===== config.mk =====
export PLATFORM = sky130hd
export DESIGN_NAME = event_record_serializer_flat
export DESIGN_NICKNAME = d
export VERILOG_FILES = /design/src/rtl/event_record_serializer_if.sv /design/src/rtl/event_record_serializer.sv /design/src/flat_wrapper.sv
export SDC_FILE = /design/constraint.sdc
export NUM_CORES = 1
export LEC_CHECK = 0
export CAP_MARGIN = 30
export CELL_PAD_IN_SITES_DETAIL_PLACEMENT = 1
export CELL_PAD_IN_SITES_GLOBAL_PLACEMENT = 1
export CORE_ASPECT_RATIO = 0.5
export CORE_MARGIN = 3
export CORE_UTILIZATION = 41
export DETAILED_ROUTE_END_ITERATION = 8
export PLACE_DENSITY_LB_ADDON = 0.15
export SLEW_MARGIN = 40
export SYNTH_ARGS = -nofsm -noshare
export SYNTH_HDL_FRONTEND = slang
export SYNTH_SLANG_ARGS = --single-unit

===== constraint.sdc =====
create_clock -name clk -period 5.79 [get_ports clk]
set_clock_uncertainty 0.15 [all_clocks]
set_input_delay 1.158 -clock clk [delete_from_list [all_inputs] [get_ports clk]]
set_output_delay 1.158 -clock clk [all_outputs]
set_load 0.005 [all_outputs]

===== src/rtl/event_record_serializer_if.sv =====
// event_record_serializer_if: FIFO read side, byte stream and status of the record serializer
// master: serializer (drives fifo_rd, byte_data/byte_valid, busy, counters)
// slave: environment (drives enable, fifo_empty/fifo_data, byte_ready)
interface event_record_serializer_if #(
    parameter int REC_W = 47,
    parameter int CNT_W = 32
);
    logic             enable;
    logic             fifo_empty;
    logic             fifo_rd;
    logic [REC_W-1:0] fifo_data;
    logic [7:0]       byte_data;
    logic             byte_valid;
    logic             byte_ready;
    logic             busy;
    logic [CNT_W-1:0] records_sent;
    logic [15:0]      wraps_seen;

    modport master (
        input  enable, fifo_empty, fifo_data, byte_ready,
        output fifo_rd, byte_data, byte_valid, busy, records_sent, wraps_seen
    );

    modport slave (
        output enable, fifo_empty, fifo_data, byte_ready,
        input  fifo_rd, byte_data, byte_valid, busy, records_sent, wraps_seen
    );
endinterface


===== src/rtl/event_record_serializer.sv =====
// event_record_serializer: pops REC_W-bit records from the capture FIFO and streams each MSB-first as NBYTES bytes
// Ports: clk; reset (async, active-high); bus (master) = enable, fifo_empty/fifo_rd/fifo_data,
// byte_data/byte_valid/byte_ready, busy, records_sent, wraps_seen
module event_record_serializer #(
    parameter int REC_W  = 47,
    parameter int NBYTES = 6,
    parameter int CNT_W  = 32
) (
    input logic                       clk,
    input logic                       reset,
    event_record_serializer_if.master bus
);
    localparam int W  = 8 * NBYTES;
    localparam int IW = NBYTES > 1 ? $clog2(NBYTES) : 1;

    typedef enum logic [1:0] {IDLE, READ, LATCH, SEND} state_t;

    state_t        state, nxt;
    logic [W-1:0]  shift;
    logic [IW-1:0] idx;
    logic          wrap;
    logic          go, xfer, last;

    assign go            = bus.enable && !bus.fifo_empty;
    assign xfer          = bus.byte_valid && bus.byte_ready;
    assign last          = idx == IW'(NBYTES - 1);
    assign bus.byte_data = shift[W-1 -: 8];

    always_ff @(posedge clk or posedge reset)
        if (reset) state <= IDLE;
        else       state <= nxt;

    always_comb begin
        nxt         = state;
        bus.fifo_rd = state == READ;
        bus.busy    = state != IDLE;
        case (state)
            IDLE:    nxt = go ? READ : IDLE;
            READ:    nxt = LATCH;
            LATCH:   nxt = SEND;
            SEND:    nxt = (xfer && last) ? (go ? READ : IDLE) : SEND;
            default: nxt = IDLE;
        endcase
    end

    // The top record bit is the tagger's wraparound flag; it is kept aside because the shift register loses it.
    always_ff @(posedge clk or posedge reset)
        if (reset) begin
            shift            <= '0;
            idx              <= '0;
            wrap             <= 1'b0;
            bus.byte_valid   <= 1'b0;
            bus.records_sent <= '0;
            bus.wraps_seen   <= '0;
        end else if (state == LATCH) begin
            shift          <= W'(bus.fifo_data);
            wrap           <= bus.fifo_data[REC_W-1];
            idx            <= '0;
            bus.byte_valid <= 1'b1;
        end else if (state == SEND && xfer) begin
            if (last) begin
                bus.byte_valid   <= 1'b0;
                bus.records_sent <= bus.records_sent + CNT_W'(1);
                bus.wraps_seen   <= bus.wraps_seen + {15'd0, wrap};
            end else begin
                shift <= shift << 8;
                idx   <= idx + IW'(1);
            end
        end
endmodule


===== src/flat_wrapper.sv =====
// flat-port wrapper written by rule: the top's interface ports become plain ports
module event_record_serializer_flat 
#(
    parameter int REC_W  = 47,
    parameter int NBYTES = 6,
    parameter int CNT_W  = 32
)
  (clk, reset, bus_enable, bus_fifo_empty, bus_fifo_data, bus_byte_ready, bus_fifo_rd, bus_byte_data, bus_byte_valid, bus_busy, bus_records_sent, bus_wraps_seen);
  event_record_serializer_if #(.REC_W(REC_W), .CNT_W(CNT_W)) bus_i ();
  input logic clk;
  input logic reset;
  input wire logic [$bits(bus_i.enable)-1:0] bus_enable;
  input wire logic [$bits(bus_i.fifo_empty)-1:0] bus_fifo_empty;
  input wire logic [$bits(bus_i.fifo_data)-1:0] bus_fifo_data;
  input wire logic [$bits(bus_i.byte_ready)-1:0] bus_byte_ready;
  output wire logic [$bits(bus_i.fifo_rd)-1:0] bus_fifo_rd;
  output wire logic [$bits(bus_i.byte_data)-1:0] bus_byte_data;
  output wire logic [$bits(bus_i.byte_valid)-1:0] bus_byte_valid;
  output wire logic [$bits(bus_i.busy)-1:0] bus_busy;
  output wire logic [$bits(bus_i.records_sent)-1:0] bus_records_sent;
  output wire logic [$bits(bus_i.wraps_seen)-1:0] bus_wraps_seen;
  assign bus_i.enable = bus_enable;
  assign bus_i.fifo_empty = bus_fifo_empty;
  assign bus_i.fifo_data = bus_fifo_data;
  assign bus_i.byte_ready = bus_byte_ready;
  assign bus_fifo_rd = bus_i.fifo_rd;
  assign bus_byte_data = bus_i.byte_data;
  assign bus_byte_valid = bus_i.byte_valid;
  assign bus_busy = bus_i.busy;
  assign bus_records_sent = bus_i.records_sent;
  assign bus_wraps_seen = bus_i.wraps_seen;
  event_record_serializer #(.REC_W(REC_W), .NBYTES(NBYTES), .CNT_W(CNT_W)) u_core (.clk(clk), .reset(reset), .bus(bus_i));
endmodule

## After elaboration in Yosys (flattened, before gate mapping)

Index checks and enable logic that the tools add are counted.

| cells by class | value |
|---|---|
| add/sub/neg operators | 3 |
| multiply operators | 0 |
| div/mod/pow operators | 0 |
| order comparisons | 0 |
| eq/ne operators | 5 |
| shift operators | 0 |
| multiplexer cells | 12 |
| bitwise logic cells | 1 |
| reduce and logical (&&, ||, !) cells | 12 |

Operators with widths:

| operator | count |
|---|---|
| $mux 48 | 3 |
| $add 32x1->32 const B | 1 |
| $add 16x1->16 | 1 |
| $mux 3 | 3 |
| $pmux 2 s4 | 1 |
| $reduce_bool 2->1 | 3 |
| $eq 2x2->1 const B | 2 |
| $logic_and 1x1->1 | 4 |
| $mux 1 | 4 |
| $reduce_and 2->1 | 2 |
| $add 3x1->3 const B | 1 |
| $eq 3x3->1 const B | 1 |
| $reduce_and 3->1 | 1 |
| $eq 2x1->1 const B | 1 |
| $logic_not 2->1 | 1 |
| $mux 2 | 1 |
| $ne 2x2->1 const B | 1 |
| $logic_not 1->1 | 1 |
| $not 1->1 | 1 |

| word-level totals | value |
|---|---|
| register bits after elaboration | 103 |
| latch bits | 0 |
| RAM bits | 0 |
| memory bits (read-only) | 0 |
| input port bits | 52 |
| word-level logic and storage cells | 40 |
| memories kept | 0 |

## Logic depth before layout (Yosys ltp)

Gate-level depths: netlist (run 1).

| logic depth | value |
|---|---|
| word-level depth | 5 |
| depth in mapped cells | 10 |
| gate-level depth less buffers | 7 |

## Worst setup path before layout (run 1)

No wires, ideal clock.

| timing path | value |
|---|---|
| path kind | input to register |
| start | in bus_byte_ready |
| end | reg u_core.bus.records_sent[21] |
| arrival time | 2.290 ns |
| data required time | 5.561 ns |
| path slack | 3.271 ns |
| stages on the path | 5 |
| path through | and4_4 nand3_4 nor4_4 and3_1 xor2_1 |

| between the ends | value |
|---|---|
| longest elaborated chain between the ends | 3 |

Ends and longest elaborated chain:

| element | RTL line | RTL |
|---|---|---|
| start, declared | flat_wrapper.sv:15 | `input wire logic [$bits(bus_i.byte_ready)-1:0] bus_byte_ready;` |
| $logic_and 1x1->1 | event_record_serializer.sv:25 | `assign xfer = bus.byte_valid && bus.byte_ready;` |
| $logic_and 1x1->1 | event_record_serializer.sv:60 | `end else if (state == SEND && xfer) begin` |
| $reduce_and 3->1 (no line) | - |  |
| end signal, assigned | event_record_serializer.sv:63 | `bus.records_sent <= bus.records_sent + CNT_W'(1);` |
| end, declared | event_record_serializer_if.sv:21 | `output fifo_rd, byte_data, byte_valid, busy, records_sent, wraps_seen` |

Every way passes these cells.
A chain may end at the register's enable or synchronous reset.

## Worst setup path in the final report (run 1)

| timing path | value |
|---|---|
| start | reg u_core.state[1] |
| end | out bus_busy |

| between the ends | value |
|---|---|
| longest elaborated chain between the ends | 1 |

Ends and longest elaborated chain:

| element | RTL line | RTL |
|---|---|---|
| start, declared | event_record_serializer.sv:18 | `state_t state, nxt;` |
| start signal, assigned | event_record_serializer.sv:31 | `else state <= nxt;` |
| $reduce_bool 2->1 | event_record_serializer.sv:36 | `bus.busy = state != IDLE;` |
| end, declared | flat_wrapper.sv:19 | `output wire logic [$bits(bus_i.busy)-1:0] bus_busy;` |

Every way passes these cells.

==> impl_results.rst, run 1 <==
.. list-table::
   :header-rows: 1

   * - Metric
     - Value
   * - Run status
     - finished, final reports clean
   * - Cell with the largest stage delay on the worst path
     - dfrtp_1
   * - Num Clock Sinks
     - 103
   * - Avg Synthesized Cell Area
     - 11.6 um^2
   * - Worst hold margin
     - 0.336 ns
   * - Hold Fails Final Rpt
     - 0
   * - Core Area
     - 10400 um^2
   * - Adder-Cell Fraction of Synth Area
     - 0.0141
   * - Largest family of logic cells by synthesized area
     - simple AND/OR/NAND/NOR gates
   * - Instance count along the most critical hold path
     - 1
   * - Fmax achieved
     - 345 MHz
   * - CP endpoint kind
     - primary output
   * - Measured slew at the worst slew-check pin
     - 0.630 ns
   * - Maximum count of clock buffers along a single path
     - 2
   * - Cell internal power dissipation
     - 1.45 mW
   * - Overall global routing resource usage
     - 0.180
   * - Grt ovf
     - 0
   * - Antenna violations before repair
     - 0
   * - Fraction of layout cells with a size suffix above 1
     - 0.0597
   * - Final #Nets
     - 540
   * - Count of max-cap constraint violations
     - 0
   * - Data arrival time at the worst-slack endpoint
     - 1.59 ns
   * - Hold Crit Endpoint
     - u_core.bus.records_sent[31]
   * - Number of detailed-route iterations in the first pass
     - 7
   * - Die height
     - 79.5 um
   * - Routed Antenna Nets
     - 0
   * - Cts bufs inserted
     - 9
   * - Crit path largest cell delay
     - 0.46 ns
   * - Count of warnings emitted by yosys
     - 0
   * - Antenna diode count
     - 0
   * - DRC marker count from the first detailed-route iteration
     - 333
   * - Compound-cell area share of the yosys netlist
     - 0.111
   * - Class of the worst hold path
     - flip-flop to flip-flop
   * - Fraction of post-synthesis cell area in the top cell type by area
     - 0.581
   * - Total number of vias
     - 3379
   * - Post-Syn Instances
     - 383
   * - Final routed wirelength across all metal layers
     - 10.5 mm
   * - Area of all sequential standard cells
     - 2580 um^2
   * - Nature of the critical path startpoint
     - flip-flop
   * - Sequential share of power
     - 0.470
   * - Period Utilization, post-route
     - 0.501
   * - Net Sw Frac
     - 0.312
   * - Post-synthesis share of cell area spent on and, or, nand and nor gates
     - 0.131
   * - Final Slew Violations
     - 0
   * - Avg WL per Cell
     - 16.8 um
   * - Postcts setup bufs
     - 0
   * - Final setup violation count
     - 0
   * - H-tree lvl count
     - 3
   * - Reg2Reg Capture Point
     - u_core.shift[24]
   * - Final-layout fill cell count
     - 1087
   * - Peak supply drop
     - 0.000180 V
   * - Hold path startpoint
     - u_core.bus.records_sent[31]
   * - Met1 Usage GRT
     - 0.222
   * - Final Critical Period
     - 2.90 ns
   * - Total of hold buffers inserted after clock tree synthesis
     - 0
   * - Vias in the first global route
     - 3481
   * - CP max FO
     - 8
   * - Die Footprint
     - 12200 um^2
   * - Number of vias per cell
     - 5.40
   * - Total of buffers placed on input and output ports
     - 110
   * - DP Wirelength
     - 7.22 mm
   * - List of cells traversed by the critical path
     - or2_2 > clkdlybuf4s50_1
   * - Post-CTS clock slew at the launch and capture registers of the worst setup and hold paths
     - 0.07 ns
   * - Post-route DRC
     - 0
   * - Width of the die
     - 153 um
   * - CP required
     - 4.48 ns
   * - Clock root buffer master
     - clkbuf_16
   * - Later-pin clock latency in the skew report
     - 0.34 ns
   * - Cell Rows
     - 26
   * - Total area of multi-input combinational cells
     - 1580 um^2
   * - Wire length of the first global-routing pass
     - 17.7 mm
   * - Relative slew slack
     - 0.580
   * - Met3 track demand over resource
     - 0.0552
   * - Cells taking the most area after synthesis
     - dfrtp_1 (58%), a222oi_1 (8.6%), xnor2_1 (6.9%)
   * - Number of nets produced by synthesis
     - 440
   * - Flip-flop and latch count after synthesis
     - 103
   * - Distinct cell type count after synthesis
     - 35
   * - Boundary pin count
     - 111
   * - Final Util
     - 0.568
   * - Static power due to leakage
     - 2.81 nW
   * - Reg2reg path depth
     - 7
   * - GP Congestion
     - 0.739
   * - R2r startpoint
     - u_core.idx[0]
   * - Power per standard cell area
     - 358 nW/um^2
   * - Worst Path Class, Setup
     - flip-flop to primary output
   * - Multiplexer share of the synthesized area
     - 0.00706
   * - Net switching power figure
     - 0.657 mW
   * - Pin count of the biggest net entering global routing
     - 67
   * - Proportion of power drawn by combinational gates
     - 0.276
   * - Global-route met2 utilization
     - 0.314
   * - R2R Setup Slk
     - 3.44 ns
   * - Part of the Yosys area used for sequential elements
     - 0.581
   * - Clock Power Share
     - 0.254
   * - Xor/xnor cell area share of the yosys netlist
     - 0.0909
   * - Effective utilization at floorplan
     - 0.427
   * - Grt peak-use layer
     - met2
   * - Number of instances resized during post-cts repair
     - 0
   * - Area leader, netlist
     - dfrtp_1
   * - Sum of negative setup slack
     - 0 ns
   * - Clock tree from TritonCTS
     - built
   * - Area added between synthesis and finish
     - 32.9%
   * - Netlist area before placement
     - 4430 um^2
   * - Unrepaired setup endpoints after global routing
     - no
through the flow:
stage	area [um^2]	worst slack, ns	instances	power, mW
floorplan	4430	1.78	383	1.37
finish	5890	2.89	626	2.11
global route	5890	2.80	626	2.26
global placement	5610	2.48	610	1.54
detailed placement	5640	2.55	612	1.59
CTS	5890	2.87	626	2.14
worst max-delay path: cells and delay by family, from the launching register on:
kind	cells	cell delay [ns]
buffers and inverters	1	0.45
DFF	1	0.46
and+or+nand+nor	1	0.35
how the worst max path moves through the flow:
stage | startpoint | endpoint | slack, ns | cells past startpoint
after floorplan | reset | u_core.bus.byte_valid | 1.78 | 1
after global placement | bus_byte_ready | u_core.idx[2] | 2.48 | 6
after detailed placement | bus_byte_ready | u_core.bus.records_sent[31] | 2.55 | 6
after CTS | u_core.state[1] | bus_busy | 2.87 | 2
after global routing | bus_byte_ready | u_core.shift[24] | 2.80 | 7
final | u_core.state[1] | bus_busy | 2.89 | 2
power groups by stage:
stage / sequential [mW] / clock [mW] / combinational, mW
after CTS: 0.990 / 0.554 / 0.594
after floorplan: 0.967 / 0 / 0.401
final: 0.990 / 0.534 / 0.583
after detailed placement: 1.00 / 0 / 0.588
after global placement: 0.998 / 0 / 0.546
after global routing: 1.01 / 0.592 / 0.655
cell type report:
cell class	instances	area share
clock inverter	4	0.00425
clock buffer	10	0.0389
inverter	41	0.0270
sequential	103	0.437
tap	140	0.0297
timing repair buffer	114	0.194
multi-input combinational	214	0.268
cells in the final DEF, fill, tap and decap left out, drive strengths merged, types with 4 or more instances in the layout:
cell	n
dfrtp	103
nand4	10
inv	41
clkdlybuf4s50	110
and4	4
xor2	11
clkbuf	10
nor4	4
ha	5
xnor2	35
nand3	22
nor2	16
nand2	32
a22o	8
buf	4
a222oi	38
and3	9
per-layer routing:
| layer | up-vias | share of wire |
|---|---|---|
| met3 | 4 | 0.055 |
| met5 | - | 0 |
| li1 | 1553 | - |
| met4 | 0 | 0.0050 |
| met1 | 1743 | 0.42 |
| met2 | 79 | 0.51 |
cell families after synthesis:
group,count (synthesis)
compound gates,53
buf+inv,66
fa+ha+maj,5
simple gates,107
xor+xnor,46
mux,3
flops,103
Yosys cell counts:
master	instances
mux2_2	1
and3_1	9
a211oi_1	1
nor4_4	2
or2_2	2
and2_1	2
mux2i_1	2
a31oi_1	1
nor3_1	2
xnor2_1	35
nand3_4	1
a21o_1	1
buf_2	4
and4_1	3
nand3_1	21
dfrtp_1	103
or3_1	1
a22o_1	8
clkbuf_1	12
o31ai_1	1
o21ai_0	3
xor2_1	11
nand4_1	10
nand2b_1	1
nand2_1	31
nand2_2	1
and4_4	1
nor4_1	2
and2b_2	2
nor2_1	16
buf_4	8
ha_1	5
inv_1	41
buf_1	1
a222oi_1	38
sequential cells by signal (all words and copies together), names as in the netlist:
name                     cells
u_core.bus.byte_valid        1
u_core.bus.records_sent     32
u_core.bus.wraps_seen       16
u_core.idx                   3
u_core.shift                48
u_core.state                 2
u_core.wrap                  1
Power figures use the tool's default switching activity.
==> run 2: changes to the inputs <==
- CORE_UTILIZATION: 41 -> 35
- clock period: 5.79 -> 2.6 ns (I/O delays scaled with it)
==> run 2 against run 1 <==
  * Design area grew 2.1%
  * Clock-buffer cell count unchanged
  * Combinational power is 130% higher
  * Global-route usage down 2.5 points
  * Register-to-register slack worse by 3.1 ns
  * Setup slack worse by 2.6 ns
  * First-iteration DRC count decreased by 9.0%
  * Sequential cell count did not move
  * Critical path type unchanged
  * Critical endpoint unchanged
==> impl_results.rst, run 2 (same netlist as run 1, synthesis figures left out) <==
.. list-table::
   :header-rows: 1

   * - Metric
     - Value
   * - Static power due to leakage
     - 2.85 nW (+1.6%)
   * - Nature of the critical path startpoint
     - flip-flop
   * - Final setup violation count
     - 0 (unchanged)
   * - DRC marker count from the first detailed-route iteration
     - 303 (-9.0%)
   * - Total area of multi-input combinational cells
     - 1580 um^2 (about the same)
   * - Number of detailed-route iterations in the first pass
     - 6 (-1)
   * - Data arrival time at the worst-slack endpoint
     - 1.59 ns (about the same)
   * - Final #Nets
     - 543 (+0.56%)
   * - Number of vias per cell
     - 5.00 (-7.5%)
   * - Pin count of the biggest net entering global routing
     - 104 (+55%)
   * - List of cells traversed by the critical path
     - or2_2 > clkdlybuf4s50_1
   * - Total of buffers placed on input and output ports
     - 110 (unchanged)
   * - Cts bufs inserted
     - 9 (unchanged)
   * - Run status
     - finished, final reports clean
   * - CP endpoint kind
     - primary output
   * - Die Footprint
     - 14100 um^2 (+16%)
   * - Overall global routing resource usage
     - 0.154 (-0.0255)
   * - Leading registers by flop count
     - u_core.shift x48, u_core.bus.records_sent x32, u_core.bus.wraps_seen x16
   * - Width of the die
     - 165 um (+7.9%)
   * - Worst Path Class, Setup
     - flip-flop to primary output
   * - Total number of vias
     - 3277 (-3.0%)
   * - Num Clock Sinks
     - 103 (unchanged)
   * - CP required
     - 1.93 ns (-2.55 ns)
   * - Flip-flop count of the largest register, all copies and words added
     - 48 (unchanged)
   * - Power per standard cell area
     - 802 nW/um^2 (+120%)
   * - Sum of negative setup slack
     - 0 ns (unchanged)
   * - Avg WL per Cell
     - 15.8 um (-6.0%)
   * - Routed Antenna Nets
     - 0 (unchanged)
   * - Die height
     - 85.6 um (+7.6%)
   * - Fmax achieved
     - 442 MHz
   * - Number of instances resized during post-cts repair
     - 0 (unchanged)
   * - Peak supply drop
     - 0.000334 V (+85%)
   * - H-tree lvl count
     - 3 (unchanged)
   * - Wire length of the first global-routing pass
     - 17.4 mm (-1.8%)
   * - Antenna violations before repair
     - 0 (unchanged)
   * - Core Area
     - 12100 um^2 (+16%)
   * - Final routed wirelength across all metal layers
     - 10.4 mm (-1.5%)
   * - Post-CTS clock slew at the launch and capture registers of the worst setup and hold paths
     - 0.07 ns (about the same)
   * - Vias in the first global route
     - 3376 (-3.0%)
   * - Effective utilization at floorplan
     - 0.367 (-0.0604)
   * - R2R Setup Slk
     - 0.38 ns (-3.06 ns)
   * - Area of all sequential standard cells
     - 2580 um^2 (unchanged)
   * - Postcts setup bufs
     - 0 (unchanged)
   * - GP Congestion
     - 0.742 (+0.49%)
   * - Post-DP Area
     - 5730 um^2 (+1.6%)
   * - DP Wirelength
     - 7.07 mm (-2.1%)
   * - Clock tree from TritonCTS
     - built
   * - Commonest non-fill, non-tap cell in the layout
     - clkdlybuf4s50_1
   * - Area added between synthesis and finish
     - 35.7%
   * - Class of the worst hold path
     - flip-flop to flip-flop
   * - Grt ovf
     - 0 (unchanged)
   * - Largest delay contributor family on the critical path
     - flip-flops
   * - Boundary pin count
     - 111 (unchanged)
   * - Total of hold buffers inserted after clock tree synthesis
     - 0 (unchanged)
   * - Period Utilization, post-route
     - 0.870
   * - Top library cells by usage in the layout, fill and taps aside
     - clkdlybuf4s50_1 (110), dfrtp_1 (103), inv_1 (40), a222oi_1 (38), xnor2_1 (35)
   * - Final Critical Period
     - 2.26 ns
   * - Post-route DRC
     - 0 (unchanged)
   * - Later-pin clock latency in the skew report
     - 0.34 ns (about the same)
   * - Cell with the largest stage delay on the worst path
     - dfrtp_1
   * - Antenna diode count
     - 0 (unchanged)
   * - Largest register by flop count
     - u_core.shift
   * - Measured slew at the worst slew-check pin
     - 0.580 ns (-0.0496 ns)
   * - Count of max-cap constraint violations
     - 0 (unchanged)
   * - Unrepaired setup endpoints after global routing
     - no
   * - Final std cell area, no fill
     - 6010 um^2 (+2.1%)
   * - Number of buffers and inverters on the critical path
     - 1 (unchanged)
   * - Hold Fails Final Rpt
     - 0 (unchanged)
   * - CP max FO
     - 8 (unchanged)
   * - Crit path largest cell delay
     - 0.46 ns (about the same)
   * - Maximum count of clock buffers along a single path
     - 2 (unchanged)
   * - Final-layout fill cell count
     - 1322 (+22%)
   * - Clock root buffer master
     - clkbuf_16
   * - Fraction of layout cells with a size suffix above 1
     - 0.0713 (+0.0116)
   * - Cell Rows
     - 28 (+7.7%)
   * - Final Slew Violations
     - 0 (unchanged)
   * - Relative slew slack
     - 0.613 (+0.0331)
run 2: final timing paths:
| check | from | end | depth (start not counted) |
|---|---|---|---|
| worst max-delay path | u_core.state[1] | bus_busy | 2 |
| worst min-delay path | u_core.bus.wraps_seen[15] | u_core.bus.wraps_seen[15] | 1 |
| worst max register to register | u_core.idx[0] | u_core.shift[44] | 7 |
| worst min register to register | u_core.bus.wraps_seen[15] | u_core.bus.wraps_seen[15] | 1 |
| max in group asynchronous | reset | u_core.shift[19] | 3 |
| min in group asynchronous | reset | u_core.idx[0] | 3 |
run 2: worst reg2reg max path: stages (launching register included):
cell and delay [ns]:
dfrtp_1 0.42, ha_1 0.23, and2_1 0.26, o21ai_0 0.31
nand2_1 0.15, buf_12 0.21, a222oi_1 0.31, inv_1 0.07
run 2: metrics by stage:
step / worst slack [ns] / util / total power [mW] / cells / hold slack (ns)
floorplan: 0.542 / - / 3.05 / 383 / 0.301
global placement: 0.176 / 0.474 / 3.55 / 640 / 0.312
detailed placement: 0.157 / 0.474 / 3.58 / 640 / 0.317
CTS: 0.310 / 0.498 / 4.92 / 656 / 0.332
global route: 0.150 / 0.498 / 5.18 / 656 / 0.356
finish: 0.339 / 0.498 / 4.82 / 656 / 0.327
run 2: layout make-up:
class,count,area share
Sequential cell,103,0.429
Multi-Input combinational cell,214,0.263
Clock inverter,6,0.00832
Inverter,41,0.0262
Timing Repair Buffer,117,0.200
Clock buffer,10,0.0397
Tap cell,165,0.0343
run 2: power breakdown:
part	internal, mW	leakage (nW)	switching (mW)
combinational	0.669	1.34	0.655
sequential	1.95	1.38	0.241
clock	0.690	0.141	0.617
run 2: routing by layer:
| layer | global-route usage | wire (um) | share of wire | vias up |
|---|---|---|---|---|
| li1 | - | - | - | 1560 |
| met4 | 0.0342 | 64 | 0.0062 | 0 |
| met5 | 0 | 0 | 0 | - |
| met3 | 0.0531 | 600 | 0.058 | 6 |
| met1 | 0.210 | 4760 | 0.46 | 1647 |
| met2 | 0.238 | 4920 | 0.48 | 64 |
